==> src/rtl/tdm_demux_4ch.sv <==
// tdm_demux_4ch: bit-interleaved 4-channel TDM demultiplexer.
// Serial stream order is ch0, ch1, ch2, ch3, repeating, one bit per slot, MSB first.
// frame_sync marks the ch0 MSB. One WIDTH-bit word is assembled per channel, and all four
// words are presented together with a one-cycle out_valid pulse.
// Optional build macro TDM_DEMUX_PARITY_EN: each frame is followed by a 4-sample even-parity
// trailer (one bit per channel, in slot order), and a parity_err output is added.
module tdm_demux_4ch #(
    parameter int WIDTH = 8
) (
    input  logic               clk,
    input  logic               rst_n,
    input  logic               din,
    input  logic               din_valid,
    input  logic               frame_sync,
    output logic [4*WIDTH-1:0] out,
    output logic               out_valid,
    output logic               locked,
    output logic               sync_err
`ifdef TDM_DEMUX_PARITY_EN
    ,
    output logic               parity_err
`endif
);

    // Index of the last bit position in a frame: the trailer is one extra position when enabled.
`ifdef TDM_DEMUX_PARITY_EN
    localparam int LAST_I = WIDTH;
`else
    localparam int LAST_I = WIDTH - 1;
`endif
    localparam int BW = $clog2(LAST_I + 1);
    localparam logic [BW-1:0] LAST_BIT = BW'(LAST_I);
    localparam logic [BW-1:0] BIT_ONE  = BW'(1);

    localparam logic [0:0] ST_HUNT = 1'b0;
    localparam logic [0:0] ST_RUN  = 1'b1;

    logic [0:0]       state;
    logic [1:0]       slot_cnt;
    logic [BW-1:0]    bit_cnt;
    logic [WIDTH-1:0] shreg [0:3];

    logic             at_start;
    logic             at_last;
    logic [4*WIDTH-1:0] frame_word;

    assign at_start = (slot_cnt == 2'd0) && (bit_cnt == '0);
    assign at_last  = (slot_cnt == 2'd3) && (bit_cnt == LAST_BIT);

`ifdef TDM_DEMUX_PARITY_EN
    logic perr_acc;
    logic par_mis;

    // Even parity: the trailer bit must equal the XOR of the channel's data bits.
    assign par_mis    = din ^ (^shreg[slot_cnt]);
    // The last sample is a trailer bit, so the data registers are already complete.
    assign frame_word = {shreg[3], shreg[2], shreg[1], shreg[0]};
`else
    // The last sample is ch3's LSB; fold it in so out sees the complete frame on this edge.
    assign frame_word = {shreg[3][WIDTH-2:0], din, shreg[2], shreg[1], shreg[0]};
`endif

    // Slot tracking, word assembly, frame hand-off and framing-error detection.
    always_ff @(posedge clk or negedge rst_n) begin
        if (!rst_n) begin
            state     <= ST_HUNT;
            slot_cnt  <= 2'd0;
            bit_cnt   <= '0;
            out       <= '0;
            out_valid <= 1'b0;
            locked    <= 1'b0;
            sync_err  <= 1'b0;
            // NOTE: the shift registers are plain flops rather than a RAM, so they can be cleared here alongside the counters.
            for (int k = 0; k < 4; k++) begin
                shreg[k] <= '0;
            end
`ifdef TDM_DEMUX_PARITY_EN
            perr_acc   <= 1'b0;
            parity_err <= 1'b0;
`endif
        end else begin
            // NOTE: non-blocking assignments throughout, so every test here sees pre-edge values.
            out_valid <= 1'b0;
            sync_err  <= 1'b0;
            if (din_valid) begin
                if (state == ST_RUN && at_start && !frame_sync) begin
                    // Expected a frame marker here and did not get one: drop lock and discard the sample.
                    sync_err <= 1'b1;
                    locked   <= 1'b0;
                    state    <= ST_HUNT;
                end else if (frame_sync) begin
                    // A marker always starts a new frame. Mid-frame, the partial frame is abandoned.
                    sync_err <= (state == ST_RUN) && !at_start;
                    state    <= ST_RUN;
                    locked   <= 1'b1;
                    shreg[0] <= {shreg[0][WIDTH-2:0], din};
                    slot_cnt <= 2'd1;
                    bit_cnt  <= '0;
`ifdef TDM_DEMUX_PARITY_EN
                    perr_acc <= 1'b0;
`endif
                end else if (state == ST_RUN) begin
`ifdef TDM_DEMUX_PARITY_EN
                    if (bit_cnt == LAST_BIT) begin
                        perr_acc <= perr_acc | par_mis;
                    end else begin
                        shreg[slot_cnt] <= {shreg[slot_cnt][WIDTH-2:0], din};
                    end
`else
                    shreg[slot_cnt] <= {shreg[slot_cnt][WIDTH-2:0], din};
`endif
                    if (at_last) begin
                        out       <= frame_word;
                        out_valid <= 1'b1;
                        slot_cnt  <= 2'd0;
                        bit_cnt   <= '0;
`ifdef TDM_DEMUX_PARITY_EN
                        parity_err <= perr_acc | par_mis;
`endif
                    end else begin
                        slot_cnt <= slot_cnt + 2'd1;
                        if (slot_cnt == 2'd3) begin
                            bit_cnt <= bit_cnt + BIT_ONE;
                        end
                    end
                end
            end
        end
    end

endmodule

==> config.mk <==
export PLATFORM = sky130hd
export DESIGN_NAME = tdm_demux_4ch
export DESIGN_NICKNAME = d
export VERILOG_FILES = /design/src/rtl/tdm_demux_4ch.sv
export SDC_FILE = /design/constraint.sdc
export NUM_CORES = 1
export LEC_CHECK = 0
export CAP_MARGIN = 20
export CORE_UTILIZATION = 30
export DETAILED_ROUTE_END_ITERATION = 8
export GPL_ROUTABILITY_DRIVEN = 0
export PLACE_DENSITY = 0.51
export SETUP_SLACK_MARGIN = 0.1
export SLEW_MARGIN = 20
export SYNTH_ARGS = -nofsm -noshare
export SYNTH_HDL_FRONTEND = slang
export SYNTH_SLANG_ARGS = --single-unit
==> constraint.sdc <==
create_clock -name clk -period 2.25 [get_ports clk]
set_input_delay 0.45 -clock clk [delete_from_list [all_inputs] [get_ports clk]]
set_output_delay 0.45 -clock clk [all_outputs]
set_load 0.005 [all_outputs]
======== Word-level counts from Yosys, hierarchy flattened ========
Index checks and enable logic that the tools add are counted.
Widths: inputs -> output; s select.
storage, ports and cells
  output and inout port bits .............. 35
  register bits after elaboration ......... 72
  word-level logic and storage cells ...... 62
  input bits .............................. 5
cells by class
  bitwise operators ....................... 3
  mux-type cells .......................... 25
  $add $sub $neg .......................... 2
  reduce and logical (&&, ||, !) cells .... 18
  equality and inequality tests ........... 2
  $lt $le $gt $ge ......................... 2
operators with widths
  operator             count
  $bwmux 32            1
  $mux 32              1
  $bmux 8 s2           1
  $demux 8 s2          1
  $mux 8               2
  $mux 7               2
  $mux 3               4
  $mux 1               10
  $reduce_and 4->1     2
  $logic_and 1x1->1    6
  $mux 2               3
  $reduce_and 5->1     1
  $reduce_bool 2->1    2
  $add 3x1->3 const B  1
  $eq 3x3->1 const B   1
  $ge 3x3->1 const B   1
  $logic_not 3->1      1
  $lt 3x1->1 const B   1
  $not 2->3            1
  $reduce_and 3->1     1
  $reduce_bool 3->1    1
  $add 2x1->2 const B  1
  $eq 2x2->1 const B   1
  $logic_not 1->1      2
  other kinds (3)      4

======== Depth between registers and ports, before layout ========
Gate-level depths: netlist of run 1.
  depth after elaboration ................. 8
  depth in mapped cells ................... 8
  depth with buffers taken out ............ 6

======== Worst setup path before layout of run 1 ========
Ideal clock, no wire load.
  path type ............................... reg2reg
  from .................................... register slot_cnt[1]
  to ...................................... register shreg, in the netlist frame_word[16]
  setup time .............................. 0.125 ns
  buffers on the path ..................... 1
  stages on the path, launching flop included .. 8
  data arrival time ....................... 1.996 ns
  path slack .............................. 0.129 ns
  required time ........................... 2.125 ns
  period minus slack after synthesis ...... 2.121 ns
  path through ............................ dfrtp_1 clkbuf_1 inv_1 ha_1 nand3b_1 nand3_2 nor3b_4 mux2_2
on the way
  cells in the longest elaborated chain, start to end .. 6
  elaborated cells on any way between the ends .. 13
RTL lines
  element                                                                    RTL line  text
  from (decl)                                                                39        logic [1:0] slot_cnt;
  from (signal assigned)                                                     121       slot_cnt <= slot_cnt + 2'd1;
  $not 2->3 (not written as such) / $logic_not 2->1 (equally long branches)  110, 47
  $ge 3x3->1 (not written as such) (tied with other cells)                   110       shreg[slot_cnt] <= {shreg[slot_cnt][WIDTH-2:0], din};
  $logic_and 1x1->1 (on tied branches)                                       110, 86
  $mux 8 (not written as such) / $logic_and 1x1->1 (equally long branches)   110, 86
  $demux 8 s2 / $not 1->1 (equally long branches)                            n/a
  $bwmux 32 / $reduce_and 4->1 (equally long branches)                       n/a
  to (signal, indexed assignment)                                            110
  to (decl)                                                                  41        logic [WIDTH-1:0] shreg [0:3];
Several ways; a longest one is shown, not always the timed one.
A chain may end at the register's enable or synchronous reset.

======== Worst setup path in the final report of run 1 ========
  from .................................... register slot_cnt[0]
  to ...................................... register out[6]
on the way
  cells in the longest elaborated chain, start to end .. 6
  elaborated cells on any way between the ends .. 8
RTL lines
  element                              RTL line  text
  $logic_not 2->1                      47        assign at_start = (slot_cnt == 2'd0) && (bit_cnt == '0);
  $logic_and 1x1->1                    47
  $logic_and 1x1->1 (2 in series)      86        if (state == ST_RUN && at_start && !frame_sync) begin
  $not 1->1 (no source line)           n/a
  $reduce_and 5->1 (no source line) *  n/a
  to (signal assigned)                 113       out <= frame_word;
  to (decl)                            15        output logic [4*WIDTH-1:0] out,
Mark *: on every way between the ends. The rest lies on a longest branch, timed or not.

==> results of run 1 <==
==> logic make-up (layout without fill, tap and decap cells) <==
kind of cell               Yosys count  in the layout  synth area share, %
AOI/OAI and AO/OA                   27             27                6.956
and+or+nand+nor                     20             20                4.907
buffers and inverters               18             76                2.937
DFF                                 71             71                54.87
adders and majority gates            7              7                2.705
muxes                               62             62                27.36
xor gates and xnor gates             1              1               0.2705
==> stage by stage <==
stage               setup slack (ns)  instance area [sq um]  power, mW  util (%)
finish                        0.3376                   4069      3.671     39.06
global route                  0.2493                   4069      3.904     39.06
CTS                           0.3393                   4069      3.740     39.06
detailed placement            0.1080                   3864      2.669     37.09
global placement              0.1520                   3864      2.660     37.09
floorplan                     0.1293                   3238      2.318         -
==> registers in the layout, summed over array words and instances (netlist names) <==
signal / count
out: 32
sync_err: 1
bit_cnt: 3
state: 1
frame_word: 31
slot_cnt: 2
out_valid: 1
==> final timing paths <==
path	slack, ns	startpoint	endpoint
min in group clk	0.51	out[18]	out[18]
min	0.11	rst_n	out[19]
min reg2reg	0.51	out[18]	out[18]
max	0.34	slot_cnt[0]	out[6]
max in group asynchronous	1.81	rst_n	sync_err
max reg2reg	0.34	slot_cnt[0]	out[6]
==> worst register-to-register path: stages, from the launching register on <==
cell and delay, ns:
dfrtp_1 0.40, inv_1 0.08, ha_1 0.24, and3b_1 0.23
nor4_4 0.19, nand2_2 0.11, buf_12 0.19, mux2_4 0.35
==> routing by layer <==
metal | global-route usage (%) | vias up
met5 | 0 | -
met4 | 6.548 | 0
met3 | 2.023 | 12
met2 | 17.93 | 38
met1 | 18.49 | 952
li1 | - | 870
==> cells in the mapped netlist (3+ instances only) <==
cell type	count	share of area (%)
buf_2	4	0.62
buf_6	3	1.0
clkbuf_1	3	0.35
dfrtp_1	71	55
ha_1	7	2.7
inv_1	8	0.93
mux2_2	26	9.0
mux2_4	29	13
mux4_2	7	4.9
nand2_1	5	0.58
nand3b_1	4	0.93
o21ai_0	6	0.93
o221a_2	7	2.4
o22a_1	7	1.9
==> power breakdown <==
group / switching (mW) / total (mW) / internal [mW]
Combinational: 0.403 / 0.910 / 0.507
Clock: 0.501 / 1.05 / 0.546
Sequential: 0.210 / 1.71 / 1.50
==> layout make-up <==
cell class | instances | area (sq um)
Timing Repair Buffer | 52 | 520.5
Fill cell | 1001 | 6347
Multi-Input combinational cell | 117 | 1366
Clock inverter | 6 | 67.56
Tap cell | 136 | 170.2
Clock buffer | 10 | 137.6
Sequential cell | 71 | 1777
Inverter | 8 | 30.03
==> layout by cell type, fill, tap and decap left out, types with 2 or more instances in the layout <==
cell	count
o22a_1	7
clkdlybuf4s50_1	38
buf_4	10
nand3_1	2
mux2_2	26
clkinvlp_4	2
dfrtp_1	71
ha_1	7
nand3b_1	4
nand2_1	5
clkbuf_8	10
inv_1	8
mux2_4	29
nand2b_1	2
nor3b_4	2
buf_12	3
mux4_2	7
o21ai_0	6
o221a_2	7
==> out/results.tsv, run 1 <==
stage	metric	value	unit
sta	period_share	85.00	%
setup_path	worst-path-max-fanout	33	
final_layout	nets	271	
synth	synth_cell_types	30	
floorplanning	coreArea	10420	sq um
detailed_routing	routed.top_layer	met4	
detailed_routing	first_pass_iters	4	
global_routing	grt_pass1_wl	10670	microns
sta	period_needed	1.912	ns
clock_tree	clk_latency	0.35	ns
detailed_routing	routed_wl	6362	microns
setup_path	endpoint_kind	flip-flop	
setup_path	cp.required	2.47	ns
clock_tree	postCtsHoldBufs	0	
sta	skew	0.01469	ns
clock_tree	cts_resized	0	
detailed_routing	drc	0	
final_layout	num_antenna_cells	0	
sta	setup_viol	0	
global_routing	grt_overflow	0	
outcome	status	completed	
final_layout	area_growth	25.66	%
sta	fin_setup_tns	0	ns
sta	whs	0.1057	ns
setup_path	critPathBufInv	2	
setup_path	criticalPathCategory	reg -> reg	
clock_tree	cts_root_buffer	clkbuf_8	
sta	hold_viol_final	0	
floorplanning	io_pins	40	
floorplanning	die_area	11210	sq um
setup_path	cp_cell_sequence	inv_1 -> ha_1 -> and3b_1 -> nor4_4 -> nand2_2 -> buf_12 -> mux2_4	
sta	max-slew-margin-rel	71.22	%
power	power.density	902.2	nW/um^2
sta	max_clock_freq	522.9	MHz
place	port_buffers	39	
setup_path	critPathMaxStageDelay	0.40	ns
synth	synth.cell_area	3238	sq um
detailed_routing	met3_length	168	microns
detailed_routing	wl_met1	3218	microns
setup_path	cp_top_family	simple AND/OR/NAND/NOR gates	
job	drv_cap	0	
final_layout	stdcell_count	400	
clock_tree	cts_made_buffers	9	
floorplanning	die_h	105.9	microns
synth	async_reset_ff_share	100.0	%
clock_tree	cts_max_level	3	
synth	syn_inst	206	
clock_tree	cts_setup_buffers	0	
global_routing	grt_use_total	12.64	%
detailed_routing	drtIter0Drc	96	
clock_tree	tritoncts	built	
synth	yosys_most_used_dff	dfrtp_1	
global_routing	grt_max_degree	72	
clock_tree	clk_pin_slew_worst_paths	0.09	ns
place	hpwl	4123	microns
setup_path	cp-start-kind	flip-flop	
global_routing	grt_pass1_vias	1913	
power	p_leak	1.952	nW
detailed_routing	wl_per_cell	15.91	microns
detailed_routing	wl_met2	2842	microns
detailed_routing	ant_nets	0	
power	vdd_drop_max	0.0003212	V
floorplanning	placementRows	37	
setup_path	critical_path.slowest_cell	dfrtp_1	
synth	synth_edf_count	0	
floorplanning	initial_core_util	31.09	%
worst_hold_path	hold_class	in -> async	
sta	max_slew.worst_pin.slew	0.4306	ns
sta	rsz0062_at_grt	false	
synth	synth-seq-cells	71	
setup_path	cp.depth	7	
clock_tree	cts.sinks	71	
synth	syn_nets	218	
floorplanning	fp.dieW	105.9	microns
clock_tree	cts_max_path_buffers	2	
global_routing	antenna_found_initial	0	
synth	ys_seq_area_share	54.87	%
synth	yosys_warnings	0	
final_layout	drive_above_1_share	39.77	%
place	place_inst	384	
setup_path	reg2regPathDepth	7	
detailed_routing	viasPerCell	4.680	
synth	syn_avg_cell_area	15.72	sq um
sta	drv_slew	0	
detailed_routing	vias	1872	
setup_path	cp.arrival	2.13	ns
Note: power is estimated with default switching activity, not from simulation.
==> inputs of run 2 (changes only) <==
PLACE_DENSITY = 0.49   (was 0.51)
clock period = 1.9 ns   (was 2.25 ns; I/O delays follow)
==> run 2 against run 1 <==
Against the previous run: critical endpoint is now out[22]; fmax grew 5.6%; worst setup slack worse by 0.25 ns; critical path depth is the same; total power is 25% higher; first-iteration DRC count shrank 25%; clock skew is 0.0072 ns lower; clock-buffer cell count is 4 higher; clock power rose by 18%.
==> out/results.tsv, run 2 (same netlist as run 1, synthesis figures left out) <==
stage	metric	value	unit
sta	hold_viol_final	0	
setup_path	worst-path-max-fanout	15	
power	power.density	1073	nW/um^2
global_routing	grt_use_total	13.73	%
setup_path	cp-start-kind	flip-flop	
sta	drv_slew	0	
final_layout	drive_above_1_share	44.09	%
detailed_routing	viasPerCell	4.761	
final_layout	num_antenna_cells	0	
final_layout	final_util	41.18	%
setup_path	crit_end	out[22]	
floorplanning	initial_core_util	31.09	%
floorplanning	io_pins	40	
sta	period_share	95.33	%
sta	max_slew.worst_pin.slew	0.3885	ns
power	p_leak	2.064	nW
global_routing	grt_pass1_wl	11490	microns
clock_tree	tritoncts	built	
setup_path	r2r-end	out[22]	
sta	rsz0062_at_grt	true	
final_layout	largest_reg_flops	32	
final_layout	area_growth	32.46	%
detailed_routing	vias	1976	
worst_hold_path	hold_class	in -> async	
setup_path	r2r_setup_slack	0.09	ns
setup_path	cp.required	2.14	ns
floorplanning	die_h	105.9	microns
sta	setup_viol	0	
sta	setup_slack	0.08864	ns
place	post-place-ws	-0.09158	ns
power	vdd_drop_max	0.0003277	V
clock_tree	cts_made_buffers	9	
setup_path	reg2reg_from	slot_cnt[1]	
global_routing	grt_max_degree	27	
detailed_routing	ant_nets	0	
floorplanning	fp.dieW	105.9	microns
detailed_routing	drc	0	
setup_path	critPathBufInv	2	
clock_tree	clk_latency	0.35	ns
final_layout	layout_common_cells	70 x dfrtp_1, 48 x mux2_4, 38 x clkdlybuf4s50_1, 22 x buf_4, 11 x clkbuf_8	
sta	max-slew-margin-rel	74.10	%
sta	period_needed	1.811	ns
place	port_buffers	39	
global_routing	antenna_found_initial	0	
floorplanning	coreArea	10420	sq um
job	drv_cap	0	
setup_path	cp.arrival	2.05	ns
detailed_routing	drtIter0Drc	72	
setup_path	endpoint_kind	flip-flop	
clock_tree	cts_root_buffer	clkbuf_8	
outcome	status	completed	
place	place_inst	394	
setup_path	reg2regPathDepth	7	
clock_tree	cts_max_path_buffers	2	
detailed_routing	wl_per_cell	16.52	microns
detailed_routing	routed_wl	6857	microns
sta	skew	0.007469	ns
floorplanning	die_area	11210	sq um
clock_tree	clk_pin_slew_worst_paths	0.08	ns
setup_path	cp_top_family	simple AND/OR/NAND/NOR gates	
setup_path	crit_start	slot_cnt[1]	
floorplanning	placementRows	37	
place	hpwl	4722	microns
global_routing	grt_overflow	0	
setup_path	cp_cell_sequence	inv_2 -> ha_4 -> and3b_2 -> nor4_4 -> nand2_2 -> buf_12 -> mux2_4	
final_layout	top_register	out	
final_layout	nets	286	
setup_path	critical_path.slowest_cell	dfrtp_1	
clock_tree	cts_max_level	3	
clock_tree	cts.sinks	71	
detailed_routing	first_pass_iters	4	
setup_path	criticalPathCategory	reg -> reg	
global_routing	grt_pass1_vias	2144	
sta	max_clock_freq	552.1	MHz
final_layout	final_common_cell	dfrtp_1	
final_layout	stdcell_count	415	
setup_path	cp.depth	7	
setup_path	critPathMaxStageDelay	0.41	ns
[run 2: per-stage QoR]
stage          cell area (sq um)  hold slack, ns  total power [mW]    TNS, ns
3_3_place_gp                4011          0.3339             3.311     -2.899
2_1_floorplan               3333         0.08441             2.898    -0.2070
5_1_grt                     4289          0.5135             4.884  -0.005268
4_1_cts                     4240          0.4848             4.617          0
6_report                    4289          0.4825             4.604          0
3_5_place_dp                4011          0.3286             3.327     -3.651
[run 2: layout make-up]
cell class,instances,area (sq um)
tap,136,170.2
sequential,71,1778
clock buffer,14,162.7
multi-input combinational,117,1464
clock inverter,2,38.79
timing repair buffer,67,643.1
inverter,8,32.53
fill,992,6127
[run 2: routing by layer]
layer	vias to the layer above	GRT usage, %	share of wire, %	wire length (microns)
met3	11	2.759	3.2	222
met5	-	0	0	0
met4	0	7.341	2.1	141
met1	1023	19.14	49	3348
li1	900	-	-	-
met2	42	20.07	46	3143
[run 2: worst min-delay path by stage]
stage	from	to	slack, ns	cells after the start
after global placement	rst_n	out[2]	0.33	1
final	rst_n	sync_err	0.48	2
after detailed placement	rst_n	out[2]	0.33	1
after global routing	rst_n	out[2]	0.51	2
after floorplan	rst_n	bit_cnt[0]	0.08	0
after CTS	rst_n	frame_word[26]	0.48	2
[run 2: repair_timing]
| action | CTS | global route |
|---|---|---|
| setup buffers | 2 | 2 |
| pin swaps | 2 | 3 |
| hold buffers | 1 | 0 |
| hold endpoints to repair | 14 | 0 |
| resized for setup | 1 | 10 |
| endpoints found under the setup margin | 40 | 51 |
| gates cloned | 0 | 0 |
[run 2: power by group]
| group | switching (mW) | internal [mW] |
|---|---|---|
| Sequential | 0.253 | 1.78 |
| Combinational | 0.549 | 0.775 |
| Clock | 0.561 | 0.683 |
